## config.mk

```make
export PLATFORM = sky130hd
export DESIGN_NAME = matrix_multiplier_sequencer
export DESIGN_NICKNAME = d
export VERILOG_FILES = /design/src/rtl/matrix_multiplier_sequencer.sv
export SDC_FILE = /design/constraint.sdc
export NUM_CORES = 2
export LEC_CHECK = 0
export ABC_AREA = 1
export BUFFER_PORTS_ARGS = -buffer_cell sky130_fd_sc_hd__buf_2
export CORE_AREA = 5 5 455 457
export DETAILED_ROUTE_END_ITERATION = 10
export DIE_AREA = 0 0 460 462
export PLACE_DENSITY_LB_ADDON = 0.2
export SYNTH_ARGS = -nofsm -noshare
export SYNTH_HDL_FRONTEND = slang
export SYNTH_SLANG_ARGS = --single-unit
```

## constraint.sdc

```tcl
create_clock -name clk_i -period 2.5 [get_ports clk_i]
set_input_delay 0.5 -clock clk_i [delete_from_list [all_inputs] [get_ports clk_i]]
set_output_delay 0.5 -clock clk_i [all_outputs]
set_load 0.1 [all_outputs]
```

## src/rtl/matrix_multiplier_sequencer.sv

```systemverilog
// matrix_multiplier_sequencer
//   Streaming front/back end for the matrix_multiplier datapath. A then B
//   elements arrive serially (row-major) on a valid/ready stream and are
//   presented in parallel to the multiplier, which is then fired once. The
//   C result is captured at full width and streamed out row-major with
//   valid/ready and a last marker.
//
// Ports
//   clk_i, reset_ni           clock (rising edge), async active-low reset
//   in_valid_i/in_ready_o     input element handshake, in_data_i = A/B element
//   out_valid_o/out_ready_i   output element handshake, out_data_o = C element
//   out_last_o                high with the final C element
//   busy_o                    high unless idle in LOAD with nothing loaded
//   mm_valid_o, mm_a_o, mm_b_o   to the multiplier (valid_i, a_i, b_i)
//   mm_valid_i, mm_c_i        from the multiplier (valid_o, c_o)
//   timeout_o                 one-cycle pulse when the WAIT watchdog expires
//
// Build option
//   MM_SEQ_TIMEOUT_EN  enables the WAIT-state watchdog (TIMEOUT_CYCLES);
//                      when undefined WAIT is unbounded and timeout_o is 0.

module matrix_multiplier_sequencer #(
    parameter int unsigned DATA_WIDTH       = 8,
    parameter int unsigned A_ROWS           = 8,
    parameter int unsigned B_COLUMNS        = 5,
    parameter int unsigned A_COLUMNS_B_ROWS = 4,
    parameter int unsigned C_DATA_WIDTH     = 2 * DATA_WIDTH + $clog2(A_COLUMNS_B_ROWS),
    parameter int unsigned TIMEOUT_CYCLES   = 16
) (
    input  logic                                              clk_i,
    input  logic                                              reset_ni,
    input  logic                                              in_valid_i,
    output logic                                              in_ready_o,
    input  logic [DATA_WIDTH-1:0]                             in_data_i,
    output logic                                              out_valid_o,
    input  logic                                              out_ready_i,
    output logic [C_DATA_WIDTH-1:0]                           out_data_o,
    output logic                                              out_last_o,
    output logic                                              busy_o,
    output logic                                              mm_valid_o,
    output logic [DATA_WIDTH*A_ROWS*A_COLUMNS_B_ROWS-1:0]     mm_a_o,
    output logic [DATA_WIDTH*A_COLUMNS_B_ROWS*B_COLUMNS-1:0]  mm_b_o,
    input  logic                                              mm_valid_i,
    input  logic [C_DATA_WIDTH*A_ROWS*B_COLUMNS-1:0]          mm_c_i,
    output logic                                              timeout_o
);

    localparam int unsigned NA     = A_ROWS * A_COLUMNS_B_ROWS;
    localparam int unsigned NB     = A_COLUMNS_B_ROWS * B_COLUMNS;
    localparam int unsigned NC     = A_ROWS * B_COLUMNS;
    localparam int unsigned LOAD_W = $clog2(NA + NB);
    localparam int unsigned OUT_W  = (NC > 1) ? $clog2(NC) : 1;

    // Watchdog must allow at least one full multiplier round trip
    if (TIMEOUT_CYCLES < 2) begin : g_bad_timeout
        $error("TIMEOUT_CYCLES must be at least 2");
    end

    typedef enum logic [1:0] {ST_LOAD, ST_FIRE, ST_WAIT, ST_DRAIN} state_e;

    state_e                    state_q, state_d;
    logic [LOAD_W-1:0]         load_cnt_q, load_cnt_d;
    logic [OUT_W-1:0]          out_cnt_q, out_cnt_d;
    logic [C_DATA_WIDTH-1:0]   out_data_d;
    logic                      ab_we;
    logic                      c_we;
    logic [DATA_WIDTH-1:0]     ab_q [NA+NB];
    logic [C_DATA_WIDTH-1:0]   c_q  [NC];

`ifdef MM_SEQ_TIMEOUT_EN
    localparam int unsigned WAIT_W = $clog2(TIMEOUT_CYCLES + 1);
    logic [WAIT_W-1:0]         wait_cnt_q, wait_cnt_d;
    logic                      timeout_d;
`else
    assign timeout_o = 1'b0;
`endif

    // Multiplier operands come straight from the element store
    always_comb begin
        for (int unsigned i = 0; i < NA; i++) begin
            mm_a_o[i*DATA_WIDTH +: DATA_WIDTH] = ab_q[i];
        end
    end

    always_comb begin
        for (int unsigned i = 0; i < NB; i++) begin
            mm_b_o[i*DATA_WIDTH +: DATA_WIDTH] = ab_q[NA+i];
        end
    end

    // Next-state and datapath control
    always_comb begin
        state_d    = state_q;
        load_cnt_d = load_cnt_q;
        out_cnt_d  = out_cnt_q;
        out_data_d = out_data_o;
        ab_we      = 1'b0;
        c_we       = 1'b0;
`ifdef MM_SEQ_TIMEOUT_EN
        wait_cnt_d = wait_cnt_q;
        timeout_d  = 1'b0;
`endif
        unique case (state_q)
            ST_LOAD: begin
                if (in_valid_i && in_ready_o) begin
                    ab_we = 1'b1;
                    if (load_cnt_q == LOAD_W'(NA + NB - 1)) begin
                        load_cnt_d = '0;
                        state_d    = ST_FIRE;
                    end else begin
                        load_cnt_d = load_cnt_q + LOAD_W'(1);
                    end
                end
            end
            ST_FIRE: begin
                state_d = ST_WAIT;
`ifdef MM_SEQ_TIMEOUT_EN
                wait_cnt_d = '0;
`endif
            end
            ST_WAIT: begin
`ifdef MM_SEQ_TIMEOUT_EN
                // Expired frame: timeout_o is high this cycle, drop everything
                if (wait_cnt_q == WAIT_W'(TIMEOUT_CYCLES)) begin
                    wait_cnt_d = '0;
                    load_cnt_d = '0;
                    out_cnt_d  = '0;
                    state_d    = ST_LOAD;
                end else
`endif
                if (mm_valid_i) begin
                    c_we       = 1'b1;
                    out_cnt_d  = '0;
                    out_data_d = mm_c_i[C_DATA_WIDTH-1:0];
                    state_d    = ST_DRAIN;
                end
`ifdef MM_SEQ_TIMEOUT_EN
                else begin
                    wait_cnt_d = wait_cnt_q + WAIT_W'(1);
                    timeout_d  = (wait_cnt_q == WAIT_W'(TIMEOUT_CYCLES - 1));
                end
`endif
            end
            ST_DRAIN: begin
                if (out_valid_o && out_ready_i) begin
                    if (out_cnt_q == OUT_W'(NC - 1)) begin
                        out_cnt_d  = '0;
                        load_cnt_d = '0;
                        state_d    = ST_LOAD;
                    end else begin
                        out_cnt_d  = out_cnt_q + OUT_W'(1);
                        out_data_d = c_q[out_cnt_q + OUT_W'(1)];
                    end
                end
            end
            default: state_d = ST_LOAD;
        endcase
    end

    // State, storage and registered outputs
    always_ff @(posedge clk_i or negedge reset_ni) begin
        if (!reset_ni) begin
            state_q     <= ST_LOAD;
            load_cnt_q  <= '0;
            out_cnt_q   <= '0;
            in_ready_o  <= 1'b0;
            mm_valid_o  <= 1'b0;
            out_valid_o <= 1'b0;
            out_last_o  <= 1'b0;
            busy_o      <= 1'b0;
            out_data_o  <= '0;
            for (int unsigned i = 0; i < NA + NB; i++) ab_q[i] <= '0;
            for (int unsigned j = 0; j < NC; j++) c_q[j] <= '0;
`ifdef MM_SEQ_TIMEOUT_EN
            wait_cnt_q  <= '0;
            timeout_o   <= 1'b0;
`endif
        end else begin
            state_q     <= state_d;
            load_cnt_q  <= load_cnt_d;
            out_cnt_q   <= out_cnt_d;
            in_ready_o  <= (state_d == ST_LOAD);
            mm_valid_o  <= (state_d == ST_FIRE);
            out_valid_o <= (state_d == ST_DRAIN);
            out_last_o  <= (state_d == ST_DRAIN) && (out_cnt_d == OUT_W'(NC - 1));
            busy_o      <= !((state_d == ST_LOAD) && (load_cnt_d == '0));
            out_data_o  <= out_data_d;
            if (ab_we) ab_q[load_cnt_q] <= in_data_i;
            if (c_we) begin
                for (int unsigned j = 0; j < NC; j++) begin
                    c_q[j] <= mm_c_i[j*C_DATA_WIDTH +: C_DATA_WIDTH];
                end
            end
`ifdef MM_SEQ_TIMEOUT_EN
            wait_cnt_q  <= wait_cnt_d;
            timeout_o   <= timeout_d;
`endif
        end
    end

endmodule
```

==> impl_metrics.env <==
export IMPL_grt_pass1_vias=49222
export IMPL_post_drt_via_cell_ratio=4.61
export IMPL_internal_power_mw=47.3
export IMPL_layout_cells_non_filler=10352
export IMPL_grt_ovfl_total=0
export IMPL_layout_common_cells="dfrtp_1 (1172), buf_2 (1170), nand2_1 (1077), dlygate4sd3_1 (667), o21ai_0 (584)"
export IMPL_crit_type="reg2reg"
export IMPL_worst_slew_pin_slew_ns=0.734
export IMPL_ant_nets=0
export IMPL_seqCellArea_sq_mm=0.0294
export IMPL_cts_root_buffer="clkbuf_16"
export IMPL_cp_arrival_ns=3.15
export IMPL_clkSlewWorstSetupHoldPaths_ns=0.06
export IMPL_cp_required_ns=3.16
export IMPL_drt_first_iter_violations=3549
export IMPL_die_h_um=462
export IMPL_nets=8281
export IMPL_cts_tree="done"
export IMPL_cts_max_path_buffers=3
export IMPL_dp_cells=9399
export IMPL_avgSynthCellArea_sq_um=9.03
export IMPL_run_status="complete, no violations"
export IMPL_final_min_clock_period_ns=2.48
export IMPL_seq_area_frac_synth_pct=58.1
export IMPL_syn_cell_area_sq_mm=0.0505
export IMPL_track_usage_pct=22.0
export IMPL_die_w_um=460
export IMPL_dpl_cell_area_sq_mm=0.0617
export IMPL_dpl_hpwl_mm=180
export IMPL_switching_share_pct=38.7
export IMPL_cts_sinks=1173
export IMPL_net_switching_power_mw=29.8
export IMPL_place_gp_congestion=0.900
export IMPL_setup_viol=0
export IMPL_final_common_cell="dfrtp_1"
export IMPL_end_kind="flop"
export IMPL_vias=47731
export IMPL_routedWlPerCell_um=23.5
export IMPL_critPathLaunchType="flop"
export IMPL_portBuffers=1171
export IMPL_synth_top_area_share_pct=58.1
export IMPL_synth_cell_types=30
export IMPL_htree_levels=4
export IMPL_antenna_found_initial=22
export IMPL_ys_top_cells_by_area="dfrtp_1 (58%), nand2_1 (8.2%), o21ai_0 (5.9%)"
export IMPL_rsz0062_at_grt="yes"
export IMPL_yosysWarningCount=0
export IMPL_ys_seq_elements=1173
export IMPL_rows=166
export IMPL_die_area_sq_mm=0.213
export IMPL_io_pins=1173
export IMPL_cts_buffers=143
export IMPL_grt_start_max_net_pins=137
export IMPL_synth_area_leader_cell="dfrtp_1"
export IMPL_synth_edf_count=0
export IMPL_fmax_mhz=403
export IMPL_seqPwrFrac_pct=36.4
export IMPL_area_delta_synth_final_pct=46.1
export IMPL_synthCells=5590
export IMPL_dr_pass1_iters=5
export IMPL_ys_async_sr_fraction_pct=100
export IMPL_p_per_area_mw_per_mm2=1040
export IMPL_synth_nets=6328
export IMPL_multi_input_area_sq_mm=0.0180
export IMPL_hold_class="in2reg"
export IMPL_cap_violations=0
export IMPL_hold_viol=0
export IMPL_path_max_fanout=11
export IMPL_grt_pass1_wl_mm=344
export IMPL_n_fill_cell=20657
export IMPL_drv_slew=0
export IMPL_p_clk_share_pct=27.3
export IMPL_ir_worst_vdd_mv=0.949
export IMPL_drc_errors=0
export IMPL_clock_latency_ns=0.80
export IMPL_drt_wl_total_mm=244
export IMPL_synthFlopType="dfrtp_1"
export IMPL_drive_gt1_share_pct=27.1
export IMPL_maxSlewHeadroom_pct=50.8
export IMPL_design_area_sq_mm=0.0737
export IMPL_fin_skew_ns=0.0300
export IMPL_p_comb_share_pct=36.3
export IMPL_p_leak_nw=36.3
export IMPL_finalCritPeriodShare_pct=99.3
export IMPL_coreArea_sq_mm=0.203
export IMPL_start_util_pct=24.9
## area by class of cell
type	count	share of cell area, %
multi-input cells	3535	24.5
flip-flops and latches	1173	39.8
inverters	503	2.58
clock inverters	44	0.633
well taps	2688	4.56
diodes	15	0.0509
repair buffers	2187	22.2
clock buffers	207	5.75
## worst max-delay path, stage by stage, from the launching register on
cell and delay [ns]:
dfrtp_4 0.51, buf_12 0.15, buf_4 0.17, clkbuf_16 0.19, o211ai_1 0.35, nand3_1 0.28, a21oi_1 0.29, buf_4 0.16
nor2_1 0.07, nand2_2 0.06, nand2_1 0.04, nand2_1 0.05, nand2_1 0.05
## Yosys cell counts, drive strengths merged (4+ instances only)
cell type  instances
o211ai           145
nand2           1099
nor3              11
a21oi            553
nand3            310
dfrtp           1173
o21ai            592
ha                 5
inv              500
clkbuf           320
nor2             542
mux2             261
buf               59
nor4               4
## repair_timing
action	in CTS	in global routing
gates resized for setup	16	57
hold buffers	667	0
endpoints found under the setup margin	10	162
buffers inserted	2	8
cloned	2	8
pin swaps	2	9
endpoints found under the hold margin	690	0
## power groups by stage
stage / combinational (mW) / clock [mW] / sequential (mW)
final: 28.0 / 21.0 / 28.0
after global routing: 30.4 / 22.3 / 28.6
after global placement: 26.4 / 0 / 28.3
after floorplan: 13.4 / 0 / 31.0
after CTS: 27.7 / 21.6 / 28.0
after detailed placement: 26.6 / 0 / 28.3
## registers in the layout, indices dropped and copies added (netlist names)
name and count:
out_valid_o 1, busy_o 1, c_q 720, state_q 2, out_data_o 18, load_cnt_q 6, in_ready_o 1, out_last_o 1
out_cnt_q 6, mm_a_o 256, mm_valid_o 1, mm_b_o 160
## per-layer routing
layer	GRT usage (%)	vias up	share of wire (%)
li1	-	22141	-
met2	36.3	1831	47
met4	11.3	2	5.5
met3	6.26	492	7.8
met5	0	-	0.0029
met1	26.1	23265	40
## cells by family (layout without fill, tap and decap cells)
kind of cell / after synthesis / count (layout) / synth area share [%]
fa+ha+maj: 5 / 5 / 0.124
other cells: 1 / 16 / 0.00743
flops: 1173 / 1173 / 58.1
xor+xnor: 4 / 4 / 0.0694
compound gates: 1296 / 1296 / 13.6
mux: 261 / 261 / 5.82
simple gates: 1968 / 1968 / 15.6
buf+inv: 882 / 2941 / 6.66
## per-stage QoR
| step | utilization (%) | worst slack, ns | power [mW] | hold slack, ns | setup TNS [ns] |
|---|---|---|---|---|---|
| finish | 36.3 | 0.0187 | 77.0 | 0.0720 | 0 |
| global route | 36.3 | -0.124 | 81.3 | 0.00896 | -2.41 |
| CTS | 36.1 | -0.00975 | 77.3 | 0.000206 | -0.0250 |
| detailed placement | 30.4 | -0.229 | 54.9 | 0.461 | -0.779 |
| global placement | 30.4 | -0.195 | 54.7 | 0.457 | -0.554 |
| floorplan | - | 0.0504 | 44.4 | 0.204 | 0 |
## worst paths after layout
check	startpoint	end	slack, ns	depth (start not counted)
worst max-delay path	out_cnt_q[0]	out_data_o[3]	0.02	12
worst min-delay path	mm_c_i[241]	c_q[475]	0.07	2
worst max register to register	out_cnt_q[0]	out_data_o[3]	0.02	12
worst min register to register	mm_a_o[238]	mm_a_o[238]	0.48	2
max in group asynchronous	reset_ni	c_q[587]	1.20	4
min in group asynchronous	reset_ni	c_q[486]	0.25	2
Power figures use the tool's default switching activity.
